## config.mk

```make
export PLATFORM = sky130hd
export DESIGN_NAME = can_tx_sched_flat
export DESIGN_NICKNAME = d
export VERILOG_FILES = /design/src/rtl/can_sched_pkg.sv /design/src/rtl/can_tx_sched_if.sv /design/src/rtl/can_tx_prio_sel.sv /design/src/rtl/can_tx_sched.sv /design/src/flat_wrapper.sv
export SDC_FILE = /design/constraint.sdc
export NUM_CORES = 1
export LEC_CHECK = 0
export BUFFER_PORTS_ARGS = -buffer_cell sky130_fd_sc_hd__buf_2
export CAP_MARGIN = 15
export CORE_MARGIN = 1.5
export CORE_UTILIZATION = 44
export DETAILED_ROUTE_END_ITERATION = 7
export GPL_TIMING_DRIVEN = 1
export MAX_ROUTING_LAYER = met4
export PLACE_DENSITY = 0.71
export SLEW_MARGIN = 20
export SYNTH_ARGS = -nofsm -noshare
export SYNTH_HDL_FRONTEND = slang
export SYNTH_SLANG_ARGS = --single-unit
```

## constraint.sdc

```tcl
create_clock -name osc_clk -period 12.6 [get_ports osc_clk]
set_clock_uncertainty 0.2 [all_clocks]
set_input_delay 1.26 -clock osc_clk [delete_from_list [all_inputs] [get_ports osc_clk]]
set_output_delay 1.26 -clock osc_clk [all_outputs]
set_load 0.02 [all_outputs]
```

## src/rtl/can_sched_pkg.sv

```systemverilog
// rtl/can_sched_pkg.sv - shared state type and sizing helper for the CAN TX mailbox scheduler
package can_sched_pkg;

    typedef enum logic [2:0] {
        ST_IDLE    = 3'd0,
        ST_PICK    = 3'd1,
        ST_LOAD    = 3'd2,
        ST_ACTIVE  = 3'd3,
        ST_REQUEUE = 3'd4
    } sched_state_e;

    // Width of a mailbox index; never narrower than one bit.
    function automatic int sel_w(input int num_mbox);
        return (num_mbox > 1) ? $clog2(num_mbox) : 1;
    endfunction

endpackage

```

## src/rtl/can_tx_sched_if.sv

```systemverilog
// rtl/can_tx_sched_if.sv - mailbox and arbitration-controller signals of the CAN TX scheduler
interface can_tx_sched_if import can_sched_pkg::*; #(
    parameter int NUM_MBOX = 4,
    parameter int ID_W     = 29,
    parameter int RETRY_W  = 8
);
    logic [NUM_MBOX-1:0]         mbox_req;
    logic [NUM_MBOX*ID_W-1:0]    mbox_id;
    logic [NUM_MBOX-1:0]         mbox_abort;
    logic                        arbtr_sts;
    logic                        msg_due_tx;
    logic                        txed_lst_bit_ifs;
    logic                        tx_buff_busy;
    logic [sel_w(NUM_MBOX)-1:0]  tx_sel;
    logic                        tx_load;
    logic [NUM_MBOX-1:0]         mbox_done;
    logic [NUM_MBOX-1:0]         mbox_aborted;
    logic [NUM_MBOX-1:0]         mbox_fail;
    logic [RETRY_W-1:0]          retry_cnt;

    modport master (
        output mbox_req, mbox_id, mbox_abort, arbtr_sts, msg_due_tx, txed_lst_bit_ifs,
        input  tx_buff_busy, tx_sel, tx_load, mbox_done, mbox_aborted, mbox_fail, retry_cnt
    );

    modport slave (
        input  mbox_req, mbox_id, mbox_abort, arbtr_sts, msg_due_tx, txed_lst_bit_ifs,
        output tx_buff_busy, tx_sel, tx_load, mbox_done, mbox_aborted, mbox_fail, retry_cnt
    );
endinterface

```

## src/rtl/can_tx_prio_sel.sv

```systemverilog
// rtl/can_tx_prio_sel.sv - combinational lowest-identifier winner over the eligible mailboxes
module can_tx_prio_sel import can_sched_pkg::*; #(
    parameter int NUM_MBOX = 4,
    parameter int ID_W     = 29
) (
    input  logic [NUM_MBOX-1:0]        elig_i,
    input  logic [NUM_MBOX*ID_W-1:0]   id_i,
    output logic                       vld_o,
    output logic [sel_w(NUM_MBOX)-1:0] idx_o
);
    localparam int SEL_W  = sel_w(NUM_MBOX);
    localparam int LEAVES = 1 << SEL_W;

    // Heap-ordered tree: node n combines 2n and 2n+1, leaves sit at LEAVES+i.
    logic             node_v  [1:2*LEAVES-1];
    logic [ID_W-1:0]  node_id [1:2*LEAVES-1];
    logic [SEL_W-1:0] node_ix [1:2*LEAVES-1];

    always_comb begin
        for (int n = 1; n < 2 * LEAVES; n++) begin
            node_v[n]  = 1'b0;
            node_id[n] = '0;
            node_ix[n] = '0;
        end
        for (int i = 0; i < LEAVES; i++) begin
            node_ix[LEAVES + i] = SEL_W'(i);
            if (i < NUM_MBOX) begin
                node_v[LEAVES + i]  = elig_i[i];
                node_id[LEAVES + i] = id_i[i*ID_W +: ID_W];
            end
        end
        // Left child wins ties, so equal identifiers resolve to the lower index.
        for (int n = LEAVES - 1; n >= 1; n--) begin
            if (node_v[2*n] && (!node_v[2*n+1] || node_id[2*n] <= node_id[2*n+1])) begin
                node_v[n]  = node_v[2*n];
                node_id[n] = node_id[2*n];
                node_ix[n] = node_ix[2*n];
            end else begin
                node_v[n]  = node_v[2*n+1];
                node_id[n] = node_id[2*n+1];
                node_ix[n] = node_ix[2*n+1];
            end
        end
        vld_o = node_v[1];
        idx_o = node_ix[1];
    end
endmodule

```

## src/rtl/can_tx_sched.sv

```systemverilog
// rtl/can_tx_sched.sv - CAN TX mailbox scheduler: picks, loads, retries and retires frames
module can_tx_sched import can_sched_pkg::*; #(
    parameter int NUM_MBOX  = 4,
    parameter int ID_W      = 29,
    parameter int RETRY_W   = 8,
    parameter int MAX_RETRY = 128
) (
    input  logic          osc_clk,
    input  logic          g_rst_n,
    can_tx_sched_if.slave bus
);
    localparam int SEL_W = sel_w(NUM_MBOX);

    sched_state_e        state_q, state_d;
    logic [SEL_W-1:0]    sel_q, sel_d;
    logic [RETRY_W-1:0]  retry_q, retry_d, retry_inc;
    logic                tx_load_q, tx_load_d, busy_q, busy_d, due_q;
    logic [NUM_MBOX-1:0] excl_q, excl_d, pend_q, pend_d;
    logic [NUM_MBOX-1:0] done_q, done_d, abrt_q, abrt_d, fail_q, fail_d;
    logic [NUM_MBOX-1:0] abort_now, elig, sel_oh, inflight, set_excl;
    logic                win_vld, due_rise;
    logic [SEL_W-1:0]    win_idx;

    // A mailbox with an abort outstanding is never handed to the picker.
    assign abort_now = bus.mbox_abort | pend_q;
    assign elig      = bus.mbox_req & ~excl_q & ~abort_now;
    assign sel_oh    = {{(NUM_MBOX-1){1'b0}}, 1'b1} << sel_q;
    assign inflight  = (state_q inside {ST_LOAD, ST_ACTIVE, ST_REQUEUE}) ? sel_oh : '0;
    assign due_rise  = bus.msg_due_tx & ~due_q;
    assign retry_inc = (&retry_q) ? retry_q : retry_q + 1'b1;

    can_tx_prio_sel #(.NUM_MBOX(NUM_MBOX), .ID_W(ID_W)) u_prio (
        .elig_i (elig),
        .id_i   (bus.mbox_id),
        .vld_o  (win_vld),
        .idx_o  (win_idx)
    );

    always_comb begin
        state_d   = state_q;
        sel_d     = sel_q;
        retry_d   = retry_q;
        tx_load_d = 1'b0;
        done_d    = '0;
        fail_d    = '0;
        abrt_d    = bus.mbox_abort & ~inflight;
        set_excl  = abrt_d;
        pend_d    = pend_q | (bus.mbox_abort & inflight);
        unique case (state_q)
            ST_IDLE: begin
                if (|elig) state_d = ST_PICK;
            end
            ST_PICK: begin
                if (win_vld) begin
                    if (win_idx != sel_q) retry_d = '0;
                    sel_d     = win_idx;
                    tx_load_d = 1'b1;
                    state_d   = ST_LOAD;
                end else begin
                    state_d = ST_IDLE;
                end
            end
            ST_LOAD: state_d = ST_ACTIVE;
            ST_ACTIVE: begin
                if (bus.txed_lst_bit_ifs) begin
                    done_d   = sel_oh;
                    set_excl = set_excl | sel_oh;
                    retry_d  = '0;
                    pend_d   = '0;
                    state_d  = ST_IDLE;
                end else if (due_rise) begin
                    retry_d = retry_inc;
                    if (|(abort_now & sel_oh)) begin
                        abrt_d   = abrt_d | sel_oh;
                        set_excl = set_excl | sel_oh;
                        pend_d   = '0;
                        state_d  = ST_IDLE;
                    end else if (MAX_RETRY != 0 && retry_inc == RETRY_W'(MAX_RETRY)) begin
                        fail_d   = sel_oh;
                        set_excl = set_excl | sel_oh;
                        state_d  = ST_IDLE;
                    end else begin
                        state_d = ST_REQUEUE;
                    end
                end
            end
            ST_REQUEUE: begin
                if (|(abort_now & sel_oh)) begin
                    abrt_d   = abrt_d | sel_oh;
                    set_excl = set_excl | sel_oh;
                    pend_d   = '0;
                    state_d  = ST_IDLE;
                end else if (bus.arbtr_sts) begin
                    state_d = ST_PICK;
                end
            end
            default: state_d = ST_IDLE;
        endcase
        // Busy covers a loaded or still-due frame, including the re-pick after a loss.
        busy_d = (state_q != ST_IDLE) && (state_d != ST_IDLE);
        excl_d = (excl_q | set_excl) & bus.mbox_req;
    end

    always_ff @(posedge osc_clk) begin
        if (!g_rst_n) begin
            state_q   <= ST_IDLE;
            sel_q     <= '0;
            retry_q   <= '0;
            tx_load_q <= 1'b0;
            busy_q    <= 1'b0;
            due_q     <= 1'b0;
            excl_q    <= '0;
            pend_q    <= '0;
            done_q    <= '0;
            abrt_q    <= '0;
            fail_q    <= '0;
        end else begin
            state_q   <= state_d;
            sel_q     <= sel_d;
            retry_q   <= retry_d;
            tx_load_q <= tx_load_d;
            busy_q    <= busy_d;
            due_q     <= bus.msg_due_tx;
            excl_q    <= excl_d;
            pend_q    <= pend_d;
            done_q    <= done_d;
            abrt_q    <= abrt_d;
            fail_q    <= fail_d;
        end
    end

    assign bus.tx_buff_busy = busy_q;
    assign bus.tx_sel       = sel_q;
    assign bus.tx_load      = tx_load_q;
    assign bus.mbox_done    = done_q;
    assign bus.mbox_aborted = abrt_q;
    assign bus.mbox_fail    = fail_q;
    assign bus.retry_cnt    = retry_q;
endmodule

```

## src/flat_wrapper.sv

```systemverilog
// flat-port wrapper written by rule: the top's interface ports become plain ports
module can_tx_sched_flat import can_sched_pkg::*;
#(
    parameter int NUM_MBOX  = 4,
    parameter int ID_W      = 29,
    parameter int RETRY_W   = 8,
    parameter int MAX_RETRY = 128
)
  (osc_clk, g_rst_n, bus_mbox_req, bus_mbox_id, bus_mbox_abort, bus_arbtr_sts, bus_msg_due_tx, bus_txed_lst_bit_ifs, bus_tx_buff_busy, bus_tx_sel, bus_tx_load, bus_mbox_done, bus_mbox_aborted, bus_mbox_fail, bus_retry_cnt);
  can_tx_sched_if #(.NUM_MBOX(NUM_MBOX), .ID_W(ID_W), .RETRY_W(RETRY_W)) bus_i ();
  input  logic osc_clk;
  input  logic g_rst_n;
  input wire logic [$bits(bus_i.mbox_req)-1:0] bus_mbox_req;
  input wire logic [$bits(bus_i.mbox_id)-1:0] bus_mbox_id;
  input wire logic [$bits(bus_i.mbox_abort)-1:0] bus_mbox_abort;
  input wire logic [$bits(bus_i.arbtr_sts)-1:0] bus_arbtr_sts;
  input wire logic [$bits(bus_i.msg_due_tx)-1:0] bus_msg_due_tx;
  input wire logic [$bits(bus_i.txed_lst_bit_ifs)-1:0] bus_txed_lst_bit_ifs;
  output wire logic [$bits(bus_i.tx_buff_busy)-1:0] bus_tx_buff_busy;
  output wire logic [$bits(bus_i.tx_sel)-1:0] bus_tx_sel;
  output wire logic [$bits(bus_i.tx_load)-1:0] bus_tx_load;
  output wire logic [$bits(bus_i.mbox_done)-1:0] bus_mbox_done;
  output wire logic [$bits(bus_i.mbox_aborted)-1:0] bus_mbox_aborted;
  output wire logic [$bits(bus_i.mbox_fail)-1:0] bus_mbox_fail;
  output wire logic [$bits(bus_i.retry_cnt)-1:0] bus_retry_cnt;
  assign bus_i.mbox_req = bus_mbox_req;
  assign bus_i.mbox_id = bus_mbox_id;
  assign bus_i.mbox_abort = bus_mbox_abort;
  assign bus_i.arbtr_sts = bus_arbtr_sts;
  assign bus_i.msg_due_tx = bus_msg_due_tx;
  assign bus_i.txed_lst_bit_ifs = bus_txed_lst_bit_ifs;
  assign bus_tx_buff_busy = bus_i.tx_buff_busy;
  assign bus_tx_sel = bus_i.tx_sel;
  assign bus_tx_load = bus_i.tx_load;
  assign bus_mbox_done = bus_i.mbox_done;
  assign bus_mbox_aborted = bus_i.mbox_aborted;
  assign bus_mbox_fail = bus_i.mbox_fail;
  assign bus_retry_cnt = bus_i.retry_cnt;
  can_tx_sched #(.NUM_MBOX(NUM_MBOX), .ID_W(ID_W), .RETRY_W(RETRY_W), .MAX_RETRY(MAX_RETRY)) u_core (.osc_clk(osc_clk), .g_rst_n(g_rst_n), .bus(bus_i));
endmodule
```

==> results of run 1 <==
final timing paths:
kind | start | end | slack [ns] | cells after the start
worst max-delay path | bus_mbox_id[78] | u_core.bus.retry_cnt[4]$_SDFFE_PN0P_ | 5.66 | 19
worst max register to register | u_core.pend_q[0]$_SDFF_PN0_ | u_core.bus.retry_cnt[4]$_SDFFE_PN0P_ | 6.97 | 16
worst min register to register | u_core.pend_q[3]$_SDFF_PN0_ | u_core.pend_q[3]$_SDFF_PN0_ | 0.30 | 2
worst min-delay path | u_core.pend_q[3]$_SDFF_PN0_ | u_core.pend_q[3]$_SDFF_PN0_ | 0.30 | 2
flip-flops by register name, indices dropped and copies added, names as in the netlist:
signal and count:
u_core.bus.mbox_aborted 4, u_core.bus.mbox_done 4, u_core.bus.mbox_fail 4, u_core.bus.retry_cnt 8, u_core.bus.tx_buff_busy 1, u_core.bus.tx_load 1
u_core.bus.tx_sel 2, u_core.due_q 1, u_core.excl_q 4, u_core.pend_q 4, u_core.state_q 3
cells by family after synthesis:
logic type | share of synthesized area [%]
adders and majority gates | 24.57
DFF | 16.08
AOI/OAI and AO/OA | 26.31
and+or+nand+nor | 24.43
xor gates and xnor gates | 0.3910
buffers and inverters | 7.205
muxes | 1.005
Yosys cell counts, drive strengths merged (12+ instances only):
library cell  number  area share [%]
ha                88              25
a21oi             73             8.2
nor2              70             5.9
nand2             69             5.8
inv               66             5.5
o21ai             55             6.1
dfxtp             36              16
clkbuf            20             1.7
nand4             18             2.5
nand3             17             1.9
nor3              16             1.8
a31oi             12             1.7
cell type report:
type                    count  area (µm²)
flip-flops and latches     36       720.7
inverters                  66       247.7
multi-input cells         518        3463
well taps                 133       166.4
clock inverters             3       42.54
repair buffers            155       783.3
clock buffers               5       68.82
fillers                   981        4327
metal layers:
metal / global-route usage, % / vias to the layer above / share of wire, %
met2: 42.81 / 221 / 49
met3: 3.321 / 28 / 6.5
met1: 29.59 / 2392 / 43
li1: - / 2598 / -
met4: 6.448 / 0 / 2.2
met5: - / - / 0
power groups by stage:
stage / logic [mW] / clock network (mW) / registers [mW]
final: 0.183 / 0.103 / 0.122
after global routing: 0.208 / 0.110 / 0.123
after CTS: 0.182 / 0.104 / 0.122
after detailed placement: 0.181 / 0 / 0.125
after global placement: 0.174 / 0 / 0.124
after floorplan: 0.121 / 0 / 0.125
worst max-delay path, cell delays in order:
cell	delay [ns]
buf_2	0.12
ha_1	0.31
nand4_1	0.15
or4_1	0.60
or4_4	0.44
o21ai_1	0.26
o2bb2ai_4	0.31
buf_4	0.42
a21oi_1	0.12
ha_1	0.33
nand4_1	0.20
nor4_1	0.53
a41oi_1	0.23
o31a_1	0.18
or3_1	0.41
a22oi_4	0.16
mux2i_2	0.49
nor3_1	0.14
o221a_1	0.25
==> impl_metrics.csv, run 1 <==
group,metric,value,unit
detailed_routing,drc_errors,0,
worst_setup_path,worstPathMaxFanout,33,
power_and_ir_drop,ir_worst_vdd,0.00006233,V
clock_network,clock_latency,0.29,ns
worst_hold_path,holdCritPathClass,"reg -> reg",
floorplan,die_h,103.9,µm
clock_network,ctsHtreeMaxLevel,2,
clock_network,post_cts_buffers,0,
worst_setup_path,crit_required,12.58,ns
synth,synth_area_per_cell,7.001,µm²
power_and_ir_drop,power.total,0.4082,mW
clock_network,path_clk_slew,0.08,ns
sta,fin_crit,6.942,ns
sta,fmax,144.1,MHz
final_layout,fin_nets,999,
clock_network,hold_buffers,0,
grt,grt_max_degree,59,
synth,synth-seq-cells,36,
placement,io_buffers,152,
worst_setup_path,critPathLaunchType,"primary input",
detailed_routing,first_pass_iters,5,
clock_network,cts_buffers,5,
power_and_ir_drop,powerDensity,74.32,mW/mm²
detailed_routing,wl,13170,µm
power_and_ir_drop,combPwrFrac,44.8,%
synth,synth_area,0.004481,mm²
floorplan,core,0.009819,mm²
worst_setup_path,critPathArrivalTime,6.92,ns
final_layout,n_antenna_cell,0,
sta,hold_viol,0,
sta,drv_slew,0,
clock_network,numClockSinks,36,
floorplan,num_rows,36,
sta,setup_ws,5.658,ns
final_layout,layout_common_cells,"buf_2 (152), ha_1 (88), a21oi_1 (73)",
clock_network,cts.path.max_buffers,2,
grt,grt_pass1_vias,4977,
sta,post-route-period-util,55.09,%
power_and_ir_drop,p_switching,0.1553,mW
synth,synthFlopType,"dfxtp_1",
synth,syn_nets,857,
placement,dp.final_hpwl,10970,µm
sta,setup_violations,0,
floorplan,start_util,45.63,%
sta,worstMarginPinSlew,0.7884,ns
clock_network,cts_root_buf,"clkbuf_8",
placement,post-place-ws,5.426,ns
final_layout,final_cells,916,
sta,rsz0062_at_grt,"no",
final_layout,layout-area-overhead-vs-synth,22.59,%
sta,hold_slack,0.2998,ns
grt,grt_pass1_wl,21770,µm
final_layout,drive_gt1_share,22.22,%
grt,grt_antenna_before_repair,0,
synth,ys_async_sr_fraction,0,%
grt,grt_usage,24.49,%
placement,gp_congestion,0.9402,
detailed_routing,antenna_left,0,
worst_setup_path,criticalPathCategory,"in -> reg",
sta,timing.setup.tns,0,ns
detailed_routing,vias,5239,
synth,synth_edf_count,0,
power_and_ir_drop,internal_power,0.2530,mW
detailed_routing,vias_per_cell,5.719,
final_layout,finish.instance_area,0.005493,mm²
placement,placed_area,0.005381,mm²
placement,placed_cells,908,
final_layout,final_common_cell,"buf_2",
synth,synth_cell_type_count,53,
power_and_ir_drop,clkPwrFrac,25.3,%
detailed_routing,first_iter_violations,294,
final_layout,utilization,55.94,%
floorplan,num_io_pins,153,
power_and_ir_drop,power.share.sequential,29.9,%
worst_setup_path,cp-end-kind,"flop",
clock_network,ctsResizeCount,0,
sta,relSlewSlack,47.03,%
grt,overflow,0,
synth,yosysWarnings,0,
synth,synthCells,640,
synth,synth-seq-area-share,16.08,%
floorplan,dieArea,0.01080,mm²
clock_network,cts_tree,"done",
power_and_ir_drop,power_leakage,2.781,nW
job,max-cap-violations,0,
power_and_ir_drop,p_sw_share,38.03,%
run_status,status,"finished clean",
detailed_routing,wl_per_cell,14.37,µm
floorplan,die_w,103.9,µm
Power figures use the tool's default switching activity.
==> run 2, diff against run 1 <==
clock period = 7 ns   (was 12.6 ns; I/O delays follow)
==> run 2 against run 1 <==
First-iteration DRC count shrank 13%. Wire length grew 2.4%. Via count shrank 3.0%.
==> impl_metrics.csv, run 2 (same netlist as run 1, synthesis figures left out) <==
group,metric,value,unit
run_status,status,"finished clean",
power_and_ir_drop,ir_worst_vdd,0.00007156,V
sta,timing.setup.tns,0,ns
final_layout,layout_common_cells,"buf_2 (152), ha_1 (88), a21oi_1 (73)",
grt,grt_antenna_before_repair,1,
final_layout,largest_reg_flops,8,
clock_network,path_clk_slew,0.08,ns
grt,grt_max_degree,59,
clock_network,hold_buffers,0,
sta,setup_violations,0,
sta,relSlewSlack,46.03,%
floorplan,num_rows,36,
grt,grt_pass1_vias,4994,
placement,placed_area,0.005386,mm²
worst_setup_path,slowest_stage,"nor4_1",
worst_setup_path,critPathMaxStageDelay,0.66,ns
clock_network,ctsHtreeMaxLevel,2,
clock_network,cts_buffers,5,
grt,grt_pass1_wl,22520,µm
floorplan,start_util,45.63,%
detailed_routing,antenna_left,0,
final_layout,drive_gt1_share,22.22,%
sta,hold_viol,0,
power_and_ir_drop,powerDensity,134.9,mW/mm²
clock_network,clock_latency,0.30,ns
floorplan,num_io_pins,153,
clock_network,post_cts_buffers,0,
floorplan,core,0.009819,mm²
worst_setup_path,crit_required,6.99,ns
placement,gp_congestion,0.9403,
detailed_routing,first_iter_violations,255,
floorplan,die_w,103.9,µm
worst_setup_path,critPathLaunchType,"primary input",
final_layout,fillers,1001,
final_layout,utilization,56.29,%
worst_hold_path,holdCritPathClass,"reg -> reg",
final_layout,final_cells,917,
final_layout,final_common_cell,"buf_2",
worst_setup_path,worst-path-buf-inv,3,
clock_network,ctsResizeCount,0,
detailed_routing,wl_per_cell,14.70,µm
power_and_ir_drop,power_leakage,2.792,nW
clock_network,numClockSinks,36,
detailed_routing,vias_per_cell,5.544,
sta,fin_crit,6.376,ns
grt,overflow,0,
detailed_routing,vias,5084,
final_layout,finish.instance_area,0.005528,mm²
detailed_routing,drc_errors,0,
final_layout,layout-area-overhead-vs-synth,23.37,%
sta,rsz0062_at_grt,"no",
grt,grt_usage,25.49,%
placement,io_buffers,152,
detailed_routing,wl,13480,µm
placement,placed_cells,907,
detailed_routing,first_pass_iters,5,
floorplan,dieArea,0.01080,mm²
worst_setup_path,cp_top_family,"simple AND/OR/NAND/NOR gates",
placement,dp.final_hpwl,11270,µm
job,max-cap-violations,0,
sta,post-route-period-util,91.09,%
worst_setup_path,path_cells,"buf_2 > inv_1 > ha_1 > nand4_1 > or4_1 > or4_4 > o21ai_1 > o2bb2ai_4 > buf_16 > a21oi_1 > ha_1 > nand4_1 > nor4_1 > a41oi_1 > o31a_1 > or3_1 > a22oi_4 > mux2i_2 > nor3_1 > o221a_1",
clock_network,cts.path.max_buffers,2,
worst_setup_path,critPathArrivalTime,6.37,ns
sta,fmax,156.8,MHz
clock_network,cts_tree,"done",
final_layout,fin_nets,999,
worst_setup_path,worstPathMaxFanout,33,
clock_network,cts_root_buf,"clkbuf_8",
sta,worstMarginPinSlew,0.8082,ns
worst_setup_path,criticalPathCategory,"in -> reg",
worst_setup_path,cp-end-kind,"flop",
sta,drv_slew,0,
floorplan,die_h,103.9,µm
run 2: routing by layer:
layer  GRT usage, %  vias to the layer above  share of wire [%]
li1               -                     2591                  -
met1          31.11                     2294                 44
met2          44.65                      171                 49
met3          3.195                       28                5.4
met4          6.052                        0                1.6
met5              -                        -                  0
run 2: per-stage QoR:
step                total power [mW]  hold WS [ns]  worst slack (ns)
floorplan                     0.4418        0.2515             1.059
global placement              0.5428        0.2755            0.3977
detailed placement            0.5540        0.2835            0.3095
CTS                           0.7412        0.3019            0.5643
global route                  0.8047        0.3438            0.3197
finish                        0.7458        0.3046            0.6239
run 2: final timing paths:
kind	start	to	slack, ns	depth (start not counted)
min reg2reg	u_core.pend_q[0]$_SDFF_PN0_	u_core.pend_q[0]$_SDFF_PN0_	0.30	2
max	bus_mbox_id[107]	u_core.bus.retry_cnt[7]$_SDFFE_PN0P_	0.62	20
min	u_core.pend_q[0]$_SDFF_PN0_	u_core.pend_q[0]$_SDFF_PN0_	0.30	2
max reg2reg	u_core.pend_q[0]$_SDFF_PN0_	u_core.bus.retry_cnt[7]$_SDFFE_PN0P_	1.11	16
run 2: area by class of cell:
| type | count | area [µm²] | area share, % |
|---|---|---|---|
| clock buffers | 5 | 68.82 | 1.245 |
| clock inverters | 3 | 42.54 | 0.7696 |
| repair buffers | 155 | 815.8 | 14.76 |
| multi-input cells | 518 | 3463 | 62.65 |
| flip-flops and latches | 36 | 720.7 | 13.04 |
| inverters | 66 | 247.7 | 4.482 |
| well taps | 133 | 166.4 | 3.010 |
| diodes | 1 | 2.502 | 0.04527 |
run 2: report_power, final:
part / internal, mW / switching, mW
clock network: 0.105 / 0.0839
registers: 0.211 / 0.00836
logic: 0.143 / 0.193
total: 0.460 / 0.286
run 2: worst reg2reg max path, stage by stage (launching register included):
cell	delay, ns
dfxtp_1	0.32
or4b_2	0.75
a211oi_1	0.21
o211ai_1	0.20
o22ai_4	0.55
buf_12	0.26
o21ai_0	0.16
ha_1	0.35
nand4_1	0.22
nor4_1	0.66
a41oi_1	0.26
o31a_1	0.20
or3_1	0.42
a22oi_4	0.17
mux2i_2	0.48
nor3_1	0.12
o221a_1	0.26
==> run 3, diff against run 2 <==
ABC_AREA = 0   (was default)
PLACE_DENSITY = 0.7   (was 0.71)
SYNTH_HIERARCHICAL = 1   (was default)
==> run 3 against run 2 <==
Synthesized cell count fell by 4.4%. Worst hold slack improved by 0.033 ns. Utilization fell by 1.6 points. Clock power rose by 21%. Cell area rose by 8.6%. Critical path depth rose by 3. Non-clock buffer count rose by 1. Critical endpoint is now u_core/bus.retry_cnt[1]$_SDFFE_PN0P_. Largest cell class unchanged. Largest power group unchanged.
==> impl_metrics.csv, run 3 <==
group,metric,value,unit
detailed_routing,first_iter_violations,255,
synth,yosys-top-cells-count,"ha_1 (88), inv_1 (66), a21oi_1 (57)",
synth,post-synth-top-area-fraction,21.99,%
detailed_routing,antenna_left,0,
grt,overflow,0,
synth,synth-xor-area-share,0.5249,%
worst_setup_path,critPathArrivalTime,6.13,ns
worst_hold_path,holdCritPathClass,"reg -> reg",
placement,io_buffers,152,
run_status,status,"finished clean",
grt,grt_usage,23.40,%
power_and_ir_drop,powerDensity,129.8,mW/mm²
worst_setup_path,cp-end-kind,"flop",
floorplan,die_h,109.7,µm
grt,grt_pass1_vias,4959,
detailed_routing,vias_per_cell,5.636,
sta,timing.setup.tns,0,ns
clock_network,numClockSinks,36,
sta,hold_slack,0.3378,ns
synth,synth_top_family_by_area,"adder cells",
power_and_ir_drop,ir_worst_vdd,0.0001434,V
worst_setup_path,worst-path-buf-inv,2,
detailed_routing,vias,5039,
worst_setup_path,slowest_stage,"o41ai_4",
clock_network,cts_tree,"done",
sta,worstMarginPinSlew,1.108,ns
floorplan,dieArea,0.01203,mm²
synth,synthFlopType,"dfxtp_1",
clock_network,ctsHtreeMaxLevel,2,
worst_setup_path,cp_top_family,"compound AO/OA/AOI/OAI gates",
floorplan,num_rows,38,
grt,grt_pass1_wl,22160,µm
sta,setup_violations,0,
floorplan,num_io_pins,153,
final_layout,final_common_cell,"buf_2",
floorplan,core,0.01098,mm²
placement,gp_congestion,0.9529,
synth,syn_nets,829,
clock_network,path_clk_slew,0.06,ns
sta,relSlewSlack,25.06,%
placement,dp.final_hpwl,11610,µm
placement,placed_area,0.005853,mm²
power_and_ir_drop,power.total,0.7796,mW
sta,fin_crit,6.186,ns
grt,grt_antenna_before_repair,0,
final_layout,final_cells,894,
synth,synthAdderAreaFrac,21.99,%
clock_network,hold_buffers,0,
worst_setup_path,critPathMaxStageDelay,0.83,ns
synth,synth_area,0.005006,mm²
final_layout,layout_common_cells,"buf_2 (152), ha_1 (88), inv_1 (66)",
sta,drv_slew,0,
synth,synth_edf_count,0,
floorplan,die_w,109.7,µm
synth,synth-seq-cells,36,
sta,hold_viol,0,
synth,synth_compound_area_share,20.00,%
synth,synth_area_per_cell,8.180,µm²
synth,yosys.area.top_type,"ha_1",
floorplan,start_util,45.58,%
worst_setup_path,criticalPathCategory,"in -> reg",
worst_setup_path,crit_required,6.95,ns
final_layout,finish.instance_area,0.006006,mm²
synth,synth_cell_type_count,74,
synth,ys_async_sr_fraction,0,%
grt,grt_max_degree,19,
final_layout,fillers,1016,
placement,placed_cells,887,
synth,synth.area.top_cells,"ha_1 (22%), dfxtp_1 (14%), mux2_4 (8.4%)",
worst_setup_path,worstPathMaxFanout,18,
clock_network,cts.path.max_buffers,2,
final_layout,drive_gt1_share,27.98,%
synth,synthCells,612,
job,max-cap-violations,0,
synth,synth_simple_gate_area_share,19.72,%
clock_network,ctsResizeCount,0,
detailed_routing,first_pass_iters,5,
detailed_routing,wl,13640,µm
detailed_routing,wl_per_cell,15.26,µm
synth,synth-seq-area-share,14.40,%
final_layout,layout-area-overhead-vs-synth,19.97,%
worst_setup_path,path_cells,"buf_2 > ha_1 > a21oi_1 > nor2_1 > a211oi_1 > o21ai_1 > o31a_1 > o41ai_4 > buf_4 > mux2i_1 > ha_1 > a21oi_1 > a21boi_0 > o31ai_1 > a31oi_1 > o21ai_0 > o21ai_0 > a22oi_1 > xor2_1 > o21ai_0 > a211o_1 > a21oi_1 > o22ai_1",
sta,fmax,161.6,MHz
final_layout,n_antenna_cell,0,
power_and_ir_drop,power_leakage,3.014,nW
synth,synth.mux.area_fraction,15.67,%
clock_network,cts_root_buf,"clkbuf_16",
worst_setup_path,critPathLaunchType,"primary input",
sta,rsz0062_at_grt,"no",
final_layout,fin_nets,971,
sta,post-route-period-util,88.37,%
clock_network,clock_latency,0.28,ns
detailed_routing,drc_errors,0,
clock_network,post_cts_buffers,0,
synth,yosysWarnings,6,
synth,yosysMostFrequentCell,"ha_1",
clock_network,cts_buffers,5,
final_layout,largest_reg_flops,8,
## run 3: logic make-up after synthesis
group / Yosys count
compound gates: 151
simple gates: 184
buf+inv: 87
mux: 63
fa+ha+maj: 88
flops: 36
xor+xnor: 3
## run 3: worst register-to-register path, stage by stage (launching register included)
cell and delay, ns:
dfxtp_1 0.34, nor4b_1 0.38, buf_4 0.20, nand3b_1 0.15
o41ai_4 0.93, buf_4 0.45, mux2i_1 0.23, ha_1 0.27
a21oi_1 0.15, a21boi_0 0.11, o31ai_1 0.25, a31oi_1 0.11
o21ai_0 0.25, o21ai_0 0.23, a22oi_1 0.29, xor2_1 0.17
o21ai_0 0.10, a211o_1 0.41, a21oi_1 0.21, o22ai_1 0.11
## run 3: area by class of cell
class	count	area, µm²	share of cell area (%)
Multi-Input combinational cell	489	3919	65.25
Timing Repair Buffer	156	790.8	13.17
Sequential cell	36	720.7	12.00
Inverter	66	247.7	4.125
Tap cell	140	175.2	2.917
Clock buffer	7	152.6	2.542
## run 3: per-stage QoR
step	util (%)	setup slack [ns]
4_1_cts	54.68	0.8210
3_5_place_dp	53.29	0.5272
6_report	54.68	0.8138
5_1_grt	54.68	0.2654
3_3_place_gp	53.29	0.7198
2_1_floorplan	-	1.717
## run 3: per-layer routing
metal / share of wire, % / track usage (%) / up-vias
met1: 45 / 28.51 / 2304
li1: - / - / 2531
met2: 48 / 41.61 / 183
met5: 0 / - / -
met4: 1.7 / 5.751 / 0
met3: 5.3 / 1.897 / 21
## run 3: path summary, 6_finish.rpt
path	from	end	slack, ns	cells past startpoint
max	bus_mbox_id[64]	u_core/bus.retry_cnt[1]$_SDFFE_PN0P_	0.81	23
min	u_core/pend_q[3]$_SDFF_PN0_	u_core/pend_q[3]$_SDFF_PN0_	0.34	2
max reg2reg	u_core/pend_q[2]$_SDFF_PN0_	u_core/bus.retry_cnt[1]$_SDFFE_PN0P_	1.34	19
min reg2reg	u_core/pend_q[3]$_SDFF_PN0_	u_core/pend_q[3]$_SDFF_PN0_	0.34	2
## run 3: power by group
part / switching, mW / total (mW) / internal, mW
Sequential: 0.0113 / 0.224 / 0.213
Clock: 0.0787 / 0.228 / 0.149
Combinational: 0.174 / 0.328 / 0.154
